### src/rtl/alu_regfile_ctrl.sv
// alu_regfile_ctrl: operand-fetch / write-back wrapper around an external
// combinational alu. One register-to-register instruction is accepted at a
// time (IDLE -> EXEC -> IDLE). Operands are sampled at accept and the alu
// result (or the LOADI immediate) is written back one edge later.
module alu_regfile_ctrl #(
    parameter int N    = 8,
    parameter int REGS = 4,
    parameter int AW   = $clog2(REGS)
) (
    input  logic          clk,
    input  logic          reset,
    input  logic          instr_valid,
    output logic          instr_ready,
    input  logic [3:0]    instr_op,
    input  logic [AW-1:0] instr_dst,
    input  logic [AW-1:0] instr_srca,
    input  logic [AW-1:0] instr_srcb,
    input  logic [N-1:0]  instr_imm,
    output logic [N-1:0]  alu_in0,
    output logic [N-1:0]  alu_in1,
    output logic [3:0]    alu_op,
    input  logic [N-1:0]  alu_out,
    output logic [N-1:0]  result,
    output logic          result_valid,
    input  logic [AW-1:0] rd_addr,
    output logic [N-1:0]  rd_data
);

    localparam logic [3:0] OP_LOADI = 4'd15;

    typedef enum logic [0:0] {
        IDLE = 1'b0,
        EXEC = 1'b1
    } state_t;

    state_t          state_reg;
    state_t          state_next;
    logic            accept;
    logic            wb_en;
    logic [N-1:0]    wb_value;
    logic [REGS-1:0] wr_sel;

    logic [N-1:0]    regs_reg [REGS];
    logic [N-1:0]    alu_in0_reg;
    logic [N-1:0]    alu_in1_reg;
    logic [3:0]      alu_op_reg;
    logic [AW-1:0]   dst_reg;
    logic [N-1:0]    imm_reg;
    logic [N-1:0]    result_reg;
    logic            result_valid_reg;

    // State register; reset abandons any in-flight write-back.
    always_ff @(posedge clk) begin
        if (reset) begin
            state_reg <= IDLE;
        end else begin
            state_reg <= state_next;
        end
    end

    // Next-state and handshake decode: accept only in IDLE, write back in EXEC.
    always_comb begin
        state_next  = state_reg;
        instr_ready = 1'b0;
        accept      = 1'b0;
        wb_en       = 1'b0;
        case (state_reg)
            IDLE: begin
                instr_ready = 1'b1;
                if (instr_valid) begin
                    accept     = 1'b1;
                    state_next = EXEC;
                end
            end
            EXEC: begin
                wb_en      = 1'b1;
                state_next = IDLE;
            end
            default: begin
                state_next = IDLE;
            end
        endcase
    end

    // LOADI bypasses the alu; every other op takes whatever the alu produced.
    assign wb_value = (alu_op_reg == OP_LOADI) ? imm_reg : alu_out;

    // One-hot write select per register.
    for (genvar gi = 0; gi < REGS; gi++) begin : g_wr_sel
        assign wr_sel[gi] = wb_en && (dst_reg == AW'(gi));
    end

    // Register file: cleared on reset, written at the end of EXEC.
    always_ff @(posedge clk) begin
        if (reset) begin
            for (int i = 0; i < REGS; i++) begin
                regs_reg[i] <= '0;
            end
        end else begin
            for (int i = 0; i < REGS; i++) begin
                if (wr_sel[i]) begin
                    regs_reg[i] <= wb_value;
                end
            end
        end
    end

    // Operand capture at accept and result reporting at write-back.
    // The next accept is at least two edges away from the previous one, so
    // operand reads always see completed writes and no bypass is required.
    always_ff @(posedge clk) begin
        if (reset) begin
            alu_in0_reg      <= '0;
            alu_in1_reg      <= '0;
            alu_op_reg       <= '0;
            dst_reg          <= '0;
            imm_reg          <= '0;
            result_reg       <= '0;
            result_valid_reg <= 1'b0;
        end else begin
            if (accept) begin
                alu_in0_reg <= regs_reg[instr_srca];
                alu_in1_reg <= regs_reg[instr_srcb];
                alu_op_reg  <= instr_op;
                dst_reg     <= instr_dst;
                imm_reg     <= instr_imm;
            end
            if (wb_en) begin
                result_reg <= wb_value;
            end
            result_valid_reg <= wb_en;
        end
    end

    assign alu_in0      = alu_in0_reg;
    assign alu_in1      = alu_in1_reg;
    assign alu_op       = alu_op_reg;
    assign result       = result_reg;
    assign result_valid = result_valid_reg;
    assign rd_data      = regs_reg[rd_addr];

endmodule

### config.mk
export PLATFORM = sky130hd
export DESIGN_NAME = alu_regfile_ctrl
export DESIGN_NICKNAME = d
export VERILOG_FILES = /design/src/rtl/alu_regfile_ctrl.sv
export SDC_FILE = /design/constraint.sdc
export NUM_CORES = 1
export LEC_CHECK = 0
export CAP_MARGIN = 5
export CELL_PAD_IN_SITES_DETAIL_PLACEMENT = 1
export CELL_PAD_IN_SITES_GLOBAL_PLACEMENT = 1
export CORE_MARGIN = 2
export CORE_UTILIZATION = 53
export CTS_CLUSTER_DIAMETER = 50
export CTS_CLUSTER_SIZE = 12
export DETAILED_ROUTE_END_ITERATION = 7
export DONT_BUFFER_PORTS = 1
export PLACE_DENSITY = 0.89
export SYNTH_ARGS = -nofsm -noshare
export SYNTH_HDL_FRONTEND = slang
export SYNTH_SLANG_ARGS = --single-unit
### constraint.sdc
create_clock -name clk -period 2.01 [get_ports clk]
set_clock_uncertainty 0.05 [all_clocks]
set_input_delay 0.402 -clock clk [delete_from_list [all_inputs] [get_ports clk]]
set_output_delay 0.402 -clock clk [all_outputs]
set_load 0.005 [all_outputs]
# --- After elaboration in Yosys (flattened, before gate mapping) ---
# Memories as Yosys holds them, arrays and structs flattened. A register that Yosys moved wholly into a read port is not among the register bits.
# Cells that the tools add are included.
word_totals:
  reg_bits: 24
  mem_bits_rw: 32
  input_bits: 31
  output_inout_bits: 38
  word_cells: 45
  n_memories: 1
memory_table:
  columns: ["memory", "words", "word_bits", "read_ports", "rd_clocked_by_memory_dff", "write_ports", "line_no", "source"]
  rows:
  - ["regs_reg", 4, 8, 3, 2, 4, "43", "logic [N-1:0] regs_reg [REGS];"]
classes:
  eq_ne: 4
  muxes: 24
  n_bitwise: 5
  n_reduce_logical: 5
op_table:
  columns: ["cell", "n"]
  rows:
  - ["8-bit two-way mux", 5]
  - ["1-bit two-way mux", 18]
  - ["2-bit equality test (second input constant)", 2]
  - ["4-bit equality test (second input constant)", 1]
  - ["1-bit logical AND", 4]
  - ["1-bit bitwise OR", 4]
  - ["2-bit by 1-bit equality test with 1-bit output (second input constant)", 1]
  - ["2-bit zero test", 1]
  - ["1-bit one-hot mux with 2 select lines", 1]
  - ["1-bit NOT", 1]

# --- Logic depth before layout (Yosys ltp) ---
depth:
  ltp_word: 6
  depth_mapped: 4
  ltp_nobuf: 3

# --- Worst setup path after synthesis ---
# No wires, ideal clock.
synth_path:
  path_type: "input to output"
  start: "input rd_addr[0]"
  end: "output rd_data[0]"
  arrival_time_ps: 1162
  t_required_ps: 1558
  slack_ps: 396
  path_stages: 2
  n_path_buf: 1
  cell_sequence: "buf_2 -> mux4_2"
synth_via:
  elab_chain_cells: 1
synth_lines:
  columns: ["element", "line_no", "source"]
  rows:
  - ["from (decl)", "25", "input logic [AW-1:0] rd_addr,"]
  - ["memory 4 x 8 bit", null, null]
  - ["to (decl)", "26", "output logic [N-1:0] rd_data"]
# Every way passes these cells.

==> impl_metrics.yaml <==
logic_synthesis:
  mappedNetlistArea_um2: 3210
  post_synth_main_area_contributors: "sky130_fd_sc_hd__edfxtp_1, sky130_fd_sc_hd__dfxtp_1, sky130_fd_sc_hd__mux4_2"
  post_synthesis_cell_type_count: 20
  ys_seq_elements: 72
  dominantRegCellSynth: "sky130_fd_sc_hd__dfxtp_1"
  avgSynthCellArea_um2: 11.5
  asyncSetResetFlopFracSynth: 0
  synthesis.yosys.warnings: 0
  postSynthNetCount: 310
  synth-edff-count: 32
  synthDominantAreaCellType: "sky130_fd_sc_hd__edfxtp_1"
  synth_top_area_share: 0.299
  sequential_fraction_of_the_synthesis_area: 0.549
  post_synth_inst_count: 279
global_route:
  grt_pass1_vias: 2328
  global_route.overflow_total: 0
  number_of_antenna_violations_at_the_first_check_in_global_routing: 0
  global_route_usage_over_all_layers: 0.261
  grt_max_degree: 47
  grt_pass1_wl_mm: 12.4
critical_path:
  worst_ep_arrival_time_ns: 1.31
  crit_path_cell_trace: "mux4_2"
  endpoint_kind: "output port"
  critical_path.top_delay_family: "multiplexers"
  critical_path_data_required_time_ns: 1.56
  critical_path.max_stage_delay_ns: 0.52
  critPathLaunchType: "flip-flop"
  crit_type: "flip-flop to output port"
  crit_path_top_delay_cell: "sky130_fd_sc_hd__mux4_2"
  timing.critical_path.fanout_max: 3
  cp.buffers_inverters: 0
clock_network:
  clock_tree.buffer_depth: 2
  cts_htree_levels: 3
  path_clk_slew_ns: 0.07
  clkSinkCount: 72
  cts_hold_repair.buffers: 0
  ctsRootBufferMaster: "sky130_fd_sc_hd__clkbuf_8"
  post_cts.resized_instances: 0
  cts-buffers-inserted: 9
  cts_post_setup_buffers_inserted: 0
  cts_tree: "done"
  clk-insertion-delay-late_ns: 0.34
final_layout:
  filler_cell_count: 624
  syn_to_final_growth_pct: 6.97
  layout-drive-gt1-share: 0.192
  nNetsFinal: 307
  largest_register_ffs: 32
  multi_input_gate_area_um2: 1350
  antenna_diode_instance_count: 0
  finish.cell_count_without_fillers: 356
  area.sequential_um2: 1760
power:
  p_leak_uw: 0.00123
  seq_power_share: 0.548
  sw_frac_of_total: 0.237
  cellInternalPower_uw: 2330
  power_density_nw_per_um2: 889
  power.net_switching_uw: 724
  comb_power_share: 0.082
  power.ir.vdd_worst_uv: 534
  clock_power_share: 0.370
floorplan:
  fp.dieArea_um2: 6700
  io_pins: 69
  rows: 28
  coreArea_um2: 5890
  chipHeight_um: 81.8
  floorplan.initialDensity: 0.546
  die_x_um: 81.8
drt:
  detail_route.wl_per_cell_um: 23.1
  wirelength_mm: 8.21
  ant_nets: 0
  detailroute.via_count: 2203
  route.detailed.vias_per_inst: 6.19
  drt_iter0_drc: 70
  detailedRoute.firstPassIterationCount: 4
  drcViolationCount: 0
hold_path:
  hold_path.class: "input port to flip-flop"
placement:
  routability_congestion: 0.839
  place.detailed.hpwl_mm: 5.74
  dpl.cell_count: 340
  total_of_buffers_placed_on_input_and_output_ports: 0
sta:
  worstMarginPinSlew_ns: 0.430
  period_share: 0.877
  rsz0062_at_grt: "false"
  max_freq_mhz: 567
  final_critical_path_required_period_ns: 1.76
  total_neg_setup_slack_ns: 0
  finalMaxSlewViolations: 0
  hold_violations: 0
  max_slew_margin: 0.713
  setup_viol: 0
flow_run:
  maxCapViolCount: 0
outcome:
  outcome: "finished clean"
==> Yosys cell counts, drive strengths merged, types with 2 or more instances <==
| cell | instances |
|---|---|
| nand3 | 2 |
| a31o | 2 |
| a21oi | 30 |
| a21o | 2 |
| a211oi | 8 |
| mux2i | 8 |
| buf | 15 |
| nor2b | 3 |
| nor2 | 43 |
| nand2 | 62 |
| mux4 | 24 |
| edfxtp | 32 |
| clkbuf | 4 |
| inv | 2 |
| dfxtp | 40 |
==> per-layer routing <==
| layer | part of all wire | global-route usage |
|---|---|---|
| met5 | 0 | 0 |
| met4 | 0.035 | 0.147 |
| met3 | 0.073 | 0.0692 |
| met2 | 0.50 | 0.430 |
| met1 | 0.39 | 0.309 |
==> worst paths after layout <==
path | start | end | slack [ns] | cells past startpoint
setup / recovery | regs_reg[0][7] | rd_data[7] | 0.25 | 1
hold / removal | reset | alu_op[0] | 0.08 | 1
setup reg to reg | alu_op[3] | regs_reg[0][3] | 0.41 | 3
hold reg to reg | imm_reg[3] | imm_reg[3] | 0.41 | 2
==> cells in the final DEF (no fill, tap or decap) <==
| cell type | n |
|---|---|
| sky130_fd_sc_hd__a211oi_1 | 8 |
| sky130_fd_sc_hd__a31o_2 | 2 |
| sky130_fd_sc_hd__clkbuf_8 | 10 |
| sky130_fd_sc_hd__nand2b_1 | 1 |
| sky130_fd_sc_hd__nand3_1 | 2 |
| sky130_fd_sc_hd__mux4_2 | 24 |
| sky130_fd_sc_hd__clkinv_2 | 2 |
| sky130_fd_sc_hd__mux2i_2 | 8 |
| sky130_fd_sc_hd__inv_1 | 2 |
| sky130_fd_sc_hd__bufinv_16 | 1 |
| sky130_fd_sc_hd__nor2b_2 | 1 |
| sky130_fd_sc_hd__nand2_1 | 62 |
| sky130_fd_sc_hd__clkbuf_1 | 2 |
| sky130_fd_sc_hd__clkinv_1 | 1 |
| sky130_fd_sc_hd__a21o_1 | 2 |
| sky130_fd_sc_hd__dfxtp_1 | 40 |
| sky130_fd_sc_hd__nor2_1 | 43 |
| sky130_fd_sc_hd__nand4_4 | 1 |
| sky130_fd_sc_hd__buf_4 | 5 |
| sky130_fd_sc_hd__a21oi_1 | 30 |
| sky130_fd_sc_hd__edfxtp_1 | 32 |
| sky130_fd_sc_hd__nor2b_1 | 2 |
==> power by group through the flow <==
stage	logic (uW)	clock network (uW)	registers (uW)
6_report	251	1130	1670
5_1_grt	274	1190	1680
4_1_cts	252	1130	1670
3_5_place_dp	249	0	1700
3_3_place_gp	236	0	1700
2_1_floorplan	231	0	1680
==> cell families (layout without fill, tap and decap cells) <==
family / count (synthesis) / after routing / synth area share
simple gates: 112 / 112 / 0.140
mux: 32 / 32 / 0.203
buf+inv: 21 / 23 / 0.0331
flops: 72 / 72 / 0.549
compound gates: 42 / 42 / 0.0756
==> through the flow <==
stage | power (uW) | utilization | setup slack (ns) | hold slack (ns) | cell area (um^2)
after floorplan | 1910 | - | 0.396 | 0.397 | 3210
after global placement | 1930 | 0.552 | 0.476 | 0.400 | 3250
after detailed placement | 1950 | 0.552 | 0.410 | 0.406 | 3250
after CTS | 3060 | 0.584 | 0.230 | 0.0647 | 3440
after global routing | 3150 | 0.584 | 0.214 | 0.0583 | 3440
final | 3050 | 0.584 | 0.247 | 0.0754 | 3440
==> final cells by class <==
class	instances	area share
clock buffer	12	0.0422
clock inverter	4	0.0127
inverter	2	0.00218
multi-input combinational	186	0.392
sequential	72	0.513
tap	75	0.0273
timing repair buffer	5	0.0109
Note: power is estimated with default switching activity, not from simulation.
